<file path="config.mk">
export PLATFORM = sky130hd
export DESIGN_NAME = counter_arbiter_flat
export DESIGN_NICKNAME = d
export VERILOG_FILES = /design/src/rtl/counter_arbiter_pkg.sv /design/src/rtl/counter_arbiter_if.sv /design/src/rtl/counter_arbiter_rr_pick.sv /design/src/rtl/counter_arbiter.sv /design/src/flat_wrapper.sv
export SDC_FILE = /design/constraint.sdc
export NUM_CORES = 1
export LEC_CHECK = 0
export CAP_MARGIN = 15
export CORE_MARGIN = 2
export CORE_UTILIZATION = 43
export CTS_CLUSTER_SIZE = 16
export DETAILED_ROUTE_END_ITERATION = 10
export PLACE_DENSITY = 0.78
export REMOVE_ABC_BUFFERS = 1
export SKIP_CTS_REPAIR_TIMING = 1
export SYNTH_ARGS = -nofsm -noshare
export SYNTH_HDL_FRONTEND = slang
export SYNTH_SLANG_ARGS = --single-unit
export TNS_END_PERCENT = 20
</file>
<file path="constraint.sdc">
create_clock -name clock -period 2.4 [get_ports clock]
set_input_delay 0.48 -clock clock [delete_from_list [all_inputs] [get_ports clock]]
set_output_delay 0.48 -clock clock [all_outputs]
set_load 0.01 [all_outputs]
</file>
<file path="src/rtl/counter_arbiter_pkg.sv">
// ---------------------------------------------------------------------------
// counter_arbiter_pkg
// Shared types for the counter arbiter: the requester opcode encoding, the
// sequencer state encoding, and a helper that sizes requester index fields.
// ---------------------------------------------------------------------------
package counter_arbiter_pkg;

  typedef enum logic [1:0] {
    OP_INC   = 2'd0,
    OP_DEC   = 2'd1,
    OP_LOAD  = 2'd2,
    OP_CLEAR = 2'd3
  } op_t;

  typedef enum logic {
    ST_IDLE = 1'b0,
    ST_EXEC = 1'b1
  } state_t;

  localparam int DEFAULT_WIDTH      = 16;
  localparam int DEFAULT_REQUESTERS = 4;

  // Width of a field holding an index in [0, n-1]; never narrower than 1 bit.
  function automatic int idx_width(input int n);
    return (n > 1) ? $clog2(n) : 1;
  endfunction

endpackage

</file>
<file path="src/rtl/counter_arbiter_if.sv">
// ---------------------------------------------------------------------------
// counter_arbiter_if
// Bundles the requester handshake and the shared counter status.
//   req_valid  [R]     request pending, one bit per requester
//   req_op     [2R]    opcode of requester i in bits [2i+1:2i]
//   req_data   [W*R]   load value of requester i in bits [W*i+W-1:W*i]
//   req_ready  [R]     one-hot acceptance pulse
//   counter    [W]     current counter value
//   busy               high while an operation executes
//   grant_id   [IW]    index of last granted requester
//   wrapped            one-cycle pulse after an INC/DEC wrap
// master: requester side.  slave: arbiter side.
// ---------------------------------------------------------------------------
interface counter_arbiter_if #(
  parameter int WIDTH      = 16,
  parameter int REQUESTERS = 4
);
  localparam int IW = (REQUESTERS > 1) ? $clog2(REQUESTERS) : 1;

  logic [REQUESTERS-1:0]       req_valid;
  logic [2*REQUESTERS-1:0]     req_op;
  logic [WIDTH*REQUESTERS-1:0] req_data;
  logic [REQUESTERS-1:0]       req_ready;
  logic [WIDTH-1:0]            counter;
  logic                        busy;
  logic [IW-1:0]               grant_id;
  logic                        wrapped;

  modport master (
    output req_valid, req_op, req_data,
    input  req_ready, counter, busy, grant_id, wrapped
  );

  modport slave (
    input  req_valid, req_op, req_data,
    output req_ready, counter, busy, grant_id, wrapped
  );

endinterface

</file>
<file path="src/rtl/counter_arbiter_rr_pick.sv">
// ---------------------------------------------------------------------------
// rr_pick
// Combinational round-robin picker: returns the first set request bit at or
// after the pointer, wrapping past the top index back to 0.
//   req_i  [R]   request vector
//   ptr_i  [IW]  search start index (always < REQUESTERS)
//   any_o        at least one request set
//   idx_o  [IW]  chosen index (0 when any_o is low)
// ---------------------------------------------------------------------------
module rr_pick
  import counter_arbiter_pkg::*;
#(
  parameter  int REQUESTERS = DEFAULT_REQUESTERS,
  localparam int IW         = idx_width(REQUESTERS)
) (
  input  logic [REQUESTERS-1:0] req_i,
  input  logic [IW-1:0]         ptr_i,
  output logic                  any_o,
  output logic [IW-1:0]         idx_o
);

  int cand;

  always_comb begin
    // NOTE: every combinational output gets a default first so no path can
    // leave it unassigned, which would otherwise infer a latch.
    any_o = |req_i;
    idx_o = '0;
    cand  = 0;
    // Walk offsets from farthest to nearest so the closest hit is assigned
    // last and wins.
    for (int off = REQUESTERS - 1; off >= 0; off--) begin
      cand = (int'(ptr_i) + off) % REQUESTERS;
      if (req_i[cand[IW-1:0]]) begin
        idx_o = cand[IW-1:0];
      end
    end
  end

endmodule

</file>
<file path="src/rtl/counter_arbiter.sv">
// ---------------------------------------------------------------------------
// counter_arbiter
// Shares one WIDTH-bit up/down/load counter between REQUESTERS requesters.
// A round-robin pick in IDLE latches the winner's opcode and data; EXEC
// pulses that requester's ready, applies the operation and advances the
// round-robin pointer past the winner.
//   clock       rising-edge clock
//   reset_      asynchronous active-low reset
//   bus         counter_arbiter_if slave: request handshake and status
// Outputs req_ready/busy decode registered state only; counter, grant_id
// and wrapped come straight from registers.
// ---------------------------------------------------------------------------
module counter_arbiter
  import counter_arbiter_pkg::*;
#(
  parameter  int WIDTH      = DEFAULT_WIDTH,
  parameter  int REQUESTERS = DEFAULT_REQUESTERS,
  localparam int IW         = idx_width(REQUESTERS)
) (
  input  logic              clock,
  input  logic              reset_,
  counter_arbiter_if.slave  bus
);

  state_t           state_q,   state_d;
  logic [IW-1:0]    ptr_q,     ptr_d;
  logic [IW-1:0]    grant_q,   grant_d;
  op_t              op_q,      op_d;
  logic [WIDTH-1:0] data_q,    data_d;
  logic [WIDTH-1:0] counter_q, counter_d;
  logic             wrapped_q, wrapped_d;

  logic             pick_any;
  logic [IW-1:0]    pick_idx;

  // Per-requester views of the packed opcode and data buses.
  logic [1:0]       op_a   [REQUESTERS];
  logic [WIDTH-1:0] data_a [REQUESTERS];

  for (genvar i = 0; i < REQUESTERS; i++) begin : g_unpack
    assign op_a[i]   = bus.req_op[2*i +: 2];
    assign data_a[i] = bus.req_data[WIDTH*i +: WIDTH];
  end

  rr_pick #(.REQUESTERS(REQUESTERS)) u_pick (
    .req_i (bus.req_valid),
    .ptr_i (ptr_q),
    .any_o (pick_any),
    .idx_o (pick_idx)
  );

  always_comb begin
    state_d   = state_q;
    ptr_d     = ptr_q;
    grant_d   = grant_q;
    op_d      = op_q;
    data_d    = data_q;
    counter_d = counter_q;
    wrapped_d = 1'b0;  // wrapped is a one-cycle pulse

    unique case (state_q)
      ST_IDLE: begin
        if (pick_any) begin
          grant_d = pick_idx;
          op_d    = op_t'(op_a[pick_idx]);
          data_d  = data_a[pick_idx];
          state_d = ST_EXEC;
        end
      end

      ST_EXEC: begin
        unique case (op_q)
          OP_INC: begin
            counter_d = counter_q + WIDTH'(1);
            wrapped_d = &counter_q;
          end
          OP_DEC: begin
            counter_d = counter_q - WIDTH'(1);
            wrapped_d = ~|counter_q;
          end
          OP_LOAD:  counter_d = data_q;
          OP_CLEAR: counter_d = '0;
          default:  counter_d = counter_q;
        endcase
        ptr_d   = (grant_q == IW'(REQUESTERS - 1)) ? '0 : grant_q + IW'(1);
        state_d = ST_IDLE;
      end

      default: state_d = ST_IDLE;
    endcase
  end

  always_ff @(posedge clock or negedge reset_) begin
    if (!reset_) begin
      // NOTE: the latched opcode/data are reset too; they are a handful of
      // flops, not a memory, and a defined value keeps X out of simulation.
      state_q   <= ST_IDLE;
      ptr_q     <= '0;
      grant_q   <= '0;
      op_q      <= OP_INC;
      data_q    <= '0;
      counter_q <= '0;
      wrapped_q <= 1'b0;
    end else begin
      // NOTE: non-blocking assignments so every register samples the
      // pre-edge values regardless of statement order.
      state_q   <= state_d;
      ptr_q     <= ptr_d;
      grant_q   <= grant_d;
      op_q      <= op_d;
      data_q    <= data_d;
      counter_q <= counter_d;
      wrapped_q <= wrapped_d;
    end
  end

  assign bus.busy      = (state_q == ST_EXEC);
  assign bus.req_ready = (state_q == ST_EXEC) ? (REQUESTERS'(1) << grant_q)
                                              : '0;
  assign bus.counter   = counter_q;
  assign bus.grant_id  = grant_q;
  assign bus.wrapped   = wrapped_q;

endmodule
</file>
<file path="src/flat_wrapper.sv">
// flat-port wrapper written by rule: the top's interface ports become plain ports
module counter_arbiter_flat import counter_arbiter_pkg::*;
#(
  parameter  int WIDTH      = DEFAULT_WIDTH,
  parameter  int REQUESTERS = DEFAULT_REQUESTERS,
  localparam int IW         = idx_width(REQUESTERS)
)
  (clock, reset_, bus_req_valid, bus_req_op, bus_req_data, bus_req_ready, bus_counter, bus_busy, bus_grant_id, bus_wrapped);
  counter_arbiter_if #(.WIDTH(WIDTH), .REQUESTERS(REQUESTERS)) bus_i ();
  input  logic clock;
  input  logic reset_;
  input wire logic [$bits(bus_i.req_valid)-1:0] bus_req_valid;
  input wire logic [$bits(bus_i.req_op)-1:0] bus_req_op;
  input wire logic [$bits(bus_i.req_data)-1:0] bus_req_data;
  output wire logic [$bits(bus_i.req_ready)-1:0] bus_req_ready;
  output wire logic [$bits(bus_i.counter)-1:0] bus_counter;
  output wire logic [$bits(bus_i.busy)-1:0] bus_busy;
  output wire logic [$bits(bus_i.grant_id)-1:0] bus_grant_id;
  output wire logic [$bits(bus_i.wrapped)-1:0] bus_wrapped;
  assign bus_i.req_valid = bus_req_valid;
  assign bus_i.req_op = bus_req_op;
  assign bus_i.req_data = bus_req_data;
  assign bus_req_ready = bus_i.req_ready;
  assign bus_counter = bus_i.counter;
  assign bus_busy = bus_i.busy;
  assign bus_grant_id = bus_i.grant_id;
  assign bus_wrapped = bus_i.wrapped;
  counter_arbiter #(.WIDTH(WIDTH), .REQUESTERS(REQUESTERS)) u_core (.clock(clock), .reset_(reset_), .bus(bus_i));
endmodule
</file>
==> flow_summary_export.csv, run 1 <==
group,metric,value,unit
yosys,ys_seq_area_share,31.4,%
placed_design,dp_cells,621,
final_layout,drive_gt1_share,8.11,%
yosys,synth_area_leaders,"dfrtp_1, nand2_1, o21ai_1",
run,max_cap_viol_count,0,
yosys,ys_ff_latch,40,
final_layout,syn2layout_area_growth,38.1,%
timing,fin_crit,2.23,ns
yosys,synthCells,436,
final_layout,nFillCells,675,
global_routing,grt_pass1_vias,3169,
route,wl,8860,µm
global_routing,grt_overflow,0,
critical_path,cp-start-kind,"register",
run_status,status,"completed",
global_routing,grt_max_degree,41,
route,routed_via_density,5.46,
hold_path,hold_class,"in2async",
placed_design,gp_congestion,0.976,
timing,worst_slew_pin_slew,0.893,ns
route,vias,3433,
placed_design,hpwl,6740,µm
critical_path,crit_fanout,6,
timing,setup_viol,0,
yosys,synth_top_area_share,31.4,%
clock_network,clockRootBuffer,"clkbuf_8",
global_routing,met2_usage,36.7,%
global_routing,busiest_layer,"met2",
clock_network,cts_tree,"done",
global_routing,antenna_found_initial,0,
timing,post-route-period-util,93.1,%
critical_path,end_kind,"register",
route,wl_per_cell,14.1,µm
global_routing,groute.layer.met3.usage,3.19,%
final_layout,regArea,1000,µm²
clock_network,clkTransAtPathRegs,0.08,ns
critical_path,cp_data_arrival_time,2.41,ns
yosys,yosysWarnings,0,
route,drc,0,
critical_path,rr_worst_depth,10,
route,first_iter_violations,210,
critical_path,slowest_stage,"dfrtp_1",
placed_design,dpl_cell_area,4290,µm²
yosys,yosys.area.top_type,"dfrtp_1",
timing,rsz0062_at_grt,"no",
floorplanning,die_h,90.2,µm
floorplanning,coreArea,7210,µm²
global_routing,gr-usage-met1,30.1,%
yosys,synth_flop_cell,"dfrtp_1",
power,powerDensity,1230,nW/µm²
critical_path,crit_chain,"nand2b_1 > xnor2_1 > ha_2 > nand4_1 > nand2_1 > o2bb2ai_2 > xor2_1 > mux2i_1 > nor2_1 > a221o_1",
timing,slew_violations,0,
power,vdd_drop_max,0.000405,V
route,postRouteAntennaNets,0,
floorplanning,die_x,90.2,µm
clock_network,htree_levels,2,
final_layout,fin_cells,629,
final_layout,fin_area,4410,µm²
floorplanning,rows,31,
yosys,synth_cell_types,56,
clock_network,cts_sinks,40,
global_routing,grt_usage,22.2,%
clock_network,clockBufferDepth,2,
critical_path,crit_buf_inv,0,
timing,max-slew-margin-rel,40.5,%
floorplanning,initial_core_util,44.2,%
critical_path,cp_data_required_time,2.58,ns
floorplanning,dieArea,8130,µm²
timing,final.setup_skew,0.00807,ns
yosys,avgSynthCellArea,7.32,µm²
yosys,synth.most_common_cell,"nand2_1",
power,power.leakage,1.88,nW
clock_network,numCtsBuffers,5,
placed_design,io_buffers,101,
critical_path,critPathKind,"reg2reg",
final_layout,layout.nets,613,
floorplanning,ios,102,
final_layout,multiInputGateArea,1960,µm²
critical_path,cp_top_family,"simple AND/OR/NAND/NOR gates",
critical_path,r2r_slack,0.17,ns
yosys,syn_area,3190,µm²
global_routing,grt_pass1_wl,15000,µm
yosys,synth_edf_count,0,
timing,max_freq,0.447,GHz
clock_network,clk_latency,0.29,ns
critical_path,max_stage_delay,0.39,ns
timing,finalHoldViolCount,0,
route,first_pass_iters,5,
critical_path,rr_endpoint,"u_core.bus.counter[6]$_DFFE_PN0P_",
critical_path,regToRegStartpoint,"u_core.op_q[1]$_DFFE_PN0P_",
yosys,async_reset_ff_share,100,%
final_layout,antennaDiodeCount,0,
yosys,synth_commonest_cells,"nand2_1, o21ai_1, dfrtp_1",
[cells by family after synthesis]
group / count (synthesis) / synth area share (%)
compound gates: 108 / 21.6
mux: 13 / 4.16
fa+ha+maj: 6 / 2.35
xor+xnor: 12 / 3.29
simple gates: 214 / 29.7
buf+inv: 43 / 7.57
flops: 40 / 31.4
[registers in the layout, summed over array words and instances (netlist names)]
name / flops
u_core.ptr_q: 2
u_core.data_q: 16
u_core.bus.busy: 1
u_core.bus.wrapped: 1
u_core.bus.grant_id: 2
u_core.op_q: 2
u_core.bus.counter: 16
[layout by cell type (no fill, tap or decap), types with 2 or more instances in the layout]
master	n
nand2_1	125
clkdlybuf4s50_1	100
o21ai_1	42
dfrtp_1	40
nor2_1	34
nand3_1	25
buf_4	15
a22oi_1	12
a21oi_1	11
mux2i_1	11
o21ai_0	10
inv_1	9
xnor2_1	7
nor3_1	6
xor2_1	5
ha_1	5
clkbuf_8	5
and2_1	4
nand4_1	3
o31ai_1	3
o22ai_1	3
a31oi_1	3
o211ai_1	3
a221o_1	3
buf_12	3
nand2b_1	2
nor4_1	2
nor4_4	2
nor2b_1	2
mux2_2	2
a21o_1	2
a22o_1	2
[how the worst max path moves through the flow]
stage,to,slack (ns),from,cells past startpoint
5_1_grt,u_core.bus.counter[6]$_DFFE_PN0P_,0.004,u_core.op_q[1]$_DFFE_PN0P_,10
2_1_floorplan,u_core.bus.counter[6]$_DFFE_PN0P_,-0.50,u_core.op_q[0]$_DFFE_PN0P_,10
3_5_place_dp,u_core.bus.counter[6]$_DFFE_PN0P_,0.13,u_core.op_q[1]$_DFFE_PN0P_,10
3_3_place_gp,u_core.bus.counter[6]$_DFFE_PN0P_,0.18,u_core.op_q[1]$_DFFE_PN0P_,10
4_1_cts,u_core.bus.counter[6]$_DFFE_PN0P_,0.11,u_core.op_q[1]$_DFFE_PN0P_,10
6_report,u_core.bus.counter[6]$_DFFE_PN0P_,0.17,u_core.op_q[1]$_DFFE_PN0P_,10
[layer usage]
metal  wire length (µm)  vias to the layer above
met4                144                        0
met3                559                       12
met2               4130                      140
met5                  0                        -
li1                   -                     1692
met1               4030                     1589
[stage by stage]
step                utilization, %  worst slack, ns  hold WS, ns  TNS (ns)  power (mW)
finish                        61.1            0.165        0.308         0        5.40
floorplan                        -           -0.503        0.184     -2.18        3.49
detailed placement            59.5            0.130        0.477         0        4.84
global placement              59.5            0.178        0.468         0        4.76
global route                  61.1          0.00351        0.400         0        5.87
CTS                           61.0            0.115        0.341         0        5.39
[power breakdown]
group	switching [mW]	leakage (nW)	internal (mW)	total [mW]
logic	1.81	1.34	1.60	3.41
registers	0.439	0.486	1.00	1.44
clock network	0.235	0.0552	0.309	0.544
total	2.48	1.88	2.92	5.40
[area by class of cell]
class                      count  share of cell area, %
clock buffer                   6                   1.65
clock inverter                 2                  0.795
timing repair buffer         119                   26.7
tap                           99                   2.81
inverter                      10                  0.852
multi-input combinational    353                   44.4
sequential                    40                   22.7
No activity file was read; power rests on OpenSTA's default activity.
==> run 2, diff against run 1 <==
Settings changed: CAP_MARGIN 15 to default.
==> results of run 2 <==
The final DEF is identical to that of run 1; final timing and power are the same.
==> run 3, diff against run 2 <==
==> constraint.sdc (replaced) <==
create_clock -name clock -period 2.4 [get_ports clock]
set_input_delay 0.48 -clock clock [delete_from_list [all_inputs] [get_ports clock]]
set_output_delay 0.48 -clock clock [all_outputs]
set_load 0.1 [all_outputs]
==> run 3 against run 2 <==
Clock power rose by 5.1%. First-iteration DRC count fell by 6.2%. Sequential share of layout area rose by 0.13 points. Maximum frequency rose by 0.84%. Combinational power rose by 34%. Final cell count fell by 0.48%. Total power rose by 22%. Sequential cell count did not move. Critical path depth did not move. Count of clock-buffer cells in the layout fell by 1. Non-clock buffer count fell by 3. Register-to-register slack improved by 0.02 ns. Critical endpoint unchanged.
==> flow_summary_export.csv, run 3 (synthesized netlist as in run 1, its figures left out) <==
group,metric,value,unit
floorplanning,coreArea,7210,µm²
run,max_cap_viol_count,0,
final_layout,final_cell_mix,"nand2_1, clkdlybuf4s50_1, o21ai_1",
clock_network,cts_tree,"done",
floorplanning,die_h,90.2,µm
global_routing,grt_usage,22.2,%
route,routed_via_density,5.44,
power,powerDensity,1500,nW/µm²
final_layout,multiInputGateArea,1960,µm²
final_layout,nFillCells,650,
global_routing,grt_pass1_wl,15000,µm
placed_design,io_buffers,101,
global_routing,antenna_found_initial,0,
critical_path,cp_data_required_time,2.59,ns
timing,final.setup_skew,0.00732,ns
timing,fin_crit,2.22,ns
floorplanning,rows,31,
critical_path,crit_chain,"nand2b_1 > xnor2_1 > ha_2 > nand4_1 > nand2_1 > o2bb2ai_1 > xor2_1 > mux2i_1 > nor2_1 > a221o_1",
timing,finalHoldViolCount,0,
run_status,status,"completed",
global_routing,grt_max_degree,41,
floorplanning,dieArea,8130,µm²
global_routing,grt_overflow,0,
route,vias,3406,
clock_network,clockRootBuffer,"clkbuf_8",
final_layout,drive_gt1_share,12.3,%
clock_network,clkTransAtPathRegs,0.09,ns
placed_design,gp_congestion,0.999,
critical_path,cp-start-kind,"register",
route,first_pass_iters,5,
critical_path,max_stage_delay,0.38,ns
critical_path,cp_top_family,"simple AND/OR/NAND/NOR gates",
floorplanning,ios,102,
final_layout,layout.nets,610,
clock_network,numCtsBuffers,5,
timing,worst_slew_pin_slew,0.917,ns
final_layout,antennaDiodeCount,0,
critical_path,slowest_stage,"dfrtp_1",
placed_design,hpwl,6680,µm
timing,max_freq,0.451,GHz
power,power.leakage,1.91,nW
critical_path,crit_fanout,6,
route,wl_per_cell,14.4,µm
clock_network,htree_levels,2,
timing,post-route-period-util,92.3,%
clock_network,cts_sinks,40,
critical_path,crit_buf_inv,0,
route,wl,8990,µm
final_layout,regArea,1000,µm²
clock_network,clk_latency,0.30,ns
route,postRouteAntennaNets,0,
clock_network,clockBufferDepth,2,
timing,setup_viol,0,
final_layout,fin_cells,626,
hold_path,hold_class,"in2async",
route,drc,0,
floorplanning,die_x,90.2,µm
critical_path,cp_data_arrival_time,2.41,ns
timing,slew_violations,0,
global_routing,grt_pass1_vias,3200,
placed_design,dp_cells,618,
final_layout,syn2layout_area_growth,37.3,%
floorplanning,initial_core_util,44.2,%
power,vdd_drop_max,0.000522,V
timing,max-slew-margin-rel,38.9,%
final_layout,layout_commonest_cell,"nand2_1",
critical_path,end_kind,"register",
route,first_iter_violations,197,
timing,hold_ws,0.314,ns
critical_path,critPathKind,"reg2reg",
timing,rsz0062_at_grt,"yes",
-- run 3: path summary, 6_finish.rpt --
kind	slack, ns	startpoint	cells past startpoint	to
hold / removal	0.31	reset_	1	u_core.bus.grant_id[1]$_DFFE_PN0P_
max in group asynchronous	1.51	reset_	1	u_core.bus.counter[5]$_DFFE_PN0P_
setup reg to reg	0.18	u_core.op_q[1]$_DFFE_PN0P_	10	u_core.bus.counter[6]$_DFFE_PN0P_
min in group clock	0.49	u_core.data_q[15]$_DFFE_PN0P_	2	u_core.data_q[15]$_DFFE_PN0P_
setup / recovery	0.18	u_core.op_q[1]$_DFFE_PN0P_	10	u_core.bus.counter[6]$_DFFE_PN0P_
hold reg to reg	0.49	u_core.data_q[15]$_DFFE_PN0P_	2	u_core.data_q[15]$_DFFE_PN0P_
-- run 3: area by class of cell --
| class | instances | share of cell area, % |
|---|---|---|
| multi-input combinational | 353 | 44.7 |
| clock buffer | 5 | 1.57 |
| clock inverter | 3 | 1.09 |
| sequential | 40 | 22.8 |
| inverter | 10 | 0.857 |
| tap | 99 | 2.83 |
| timing repair buffer | 116 | 26.2 |
-- run 3: worst register-to-register path: cells and delay by family (launching register included) --
kind                       cells  cell delay, ns
AOI/OAI and AO/OA              2            0.40
xor gates and xnor gates       2            0.35
adders and majority gates      1            0.26
DFF                            1            0.38
muxes                          1            0.21
and+or+nand+nor                4            0.51
-- run 3: layer usage --
layer	share of wire, %	global-route usage [%]	vias up
met5	0	0	-
met4	1.4	6.15	0
met3	6.6	3.69	13
met2	46	35.5	131
met1	46	31.3	1574
li1	-	-	1688
-- run 3: power breakdown --
group          internal, mW  total (mW)  leakage (nW)  switching (mW)
registers              1.00        1.45         0.486           0.448
logic                  1.56        4.56          1.36            3.01
clock network         0.313       0.572        0.0583           0.258
-- run 3: metrics by stage --
stage	area, µm²	TNS (ns)	util [%]	total power, mW	worst slack (ns)
after CTS	4370	0	60.6	6.58	0.104
after floorplan	2990	-4.40	-	4.66	-0.552
after detailed placement	4260	0	59.0	6.00	0.121
after global routing	4380	-0.00362	60.7	7.05	-0.00362
final	4380	0	60.7	6.59	0.184
after global placement	4260	0	59.0	5.92	0.178
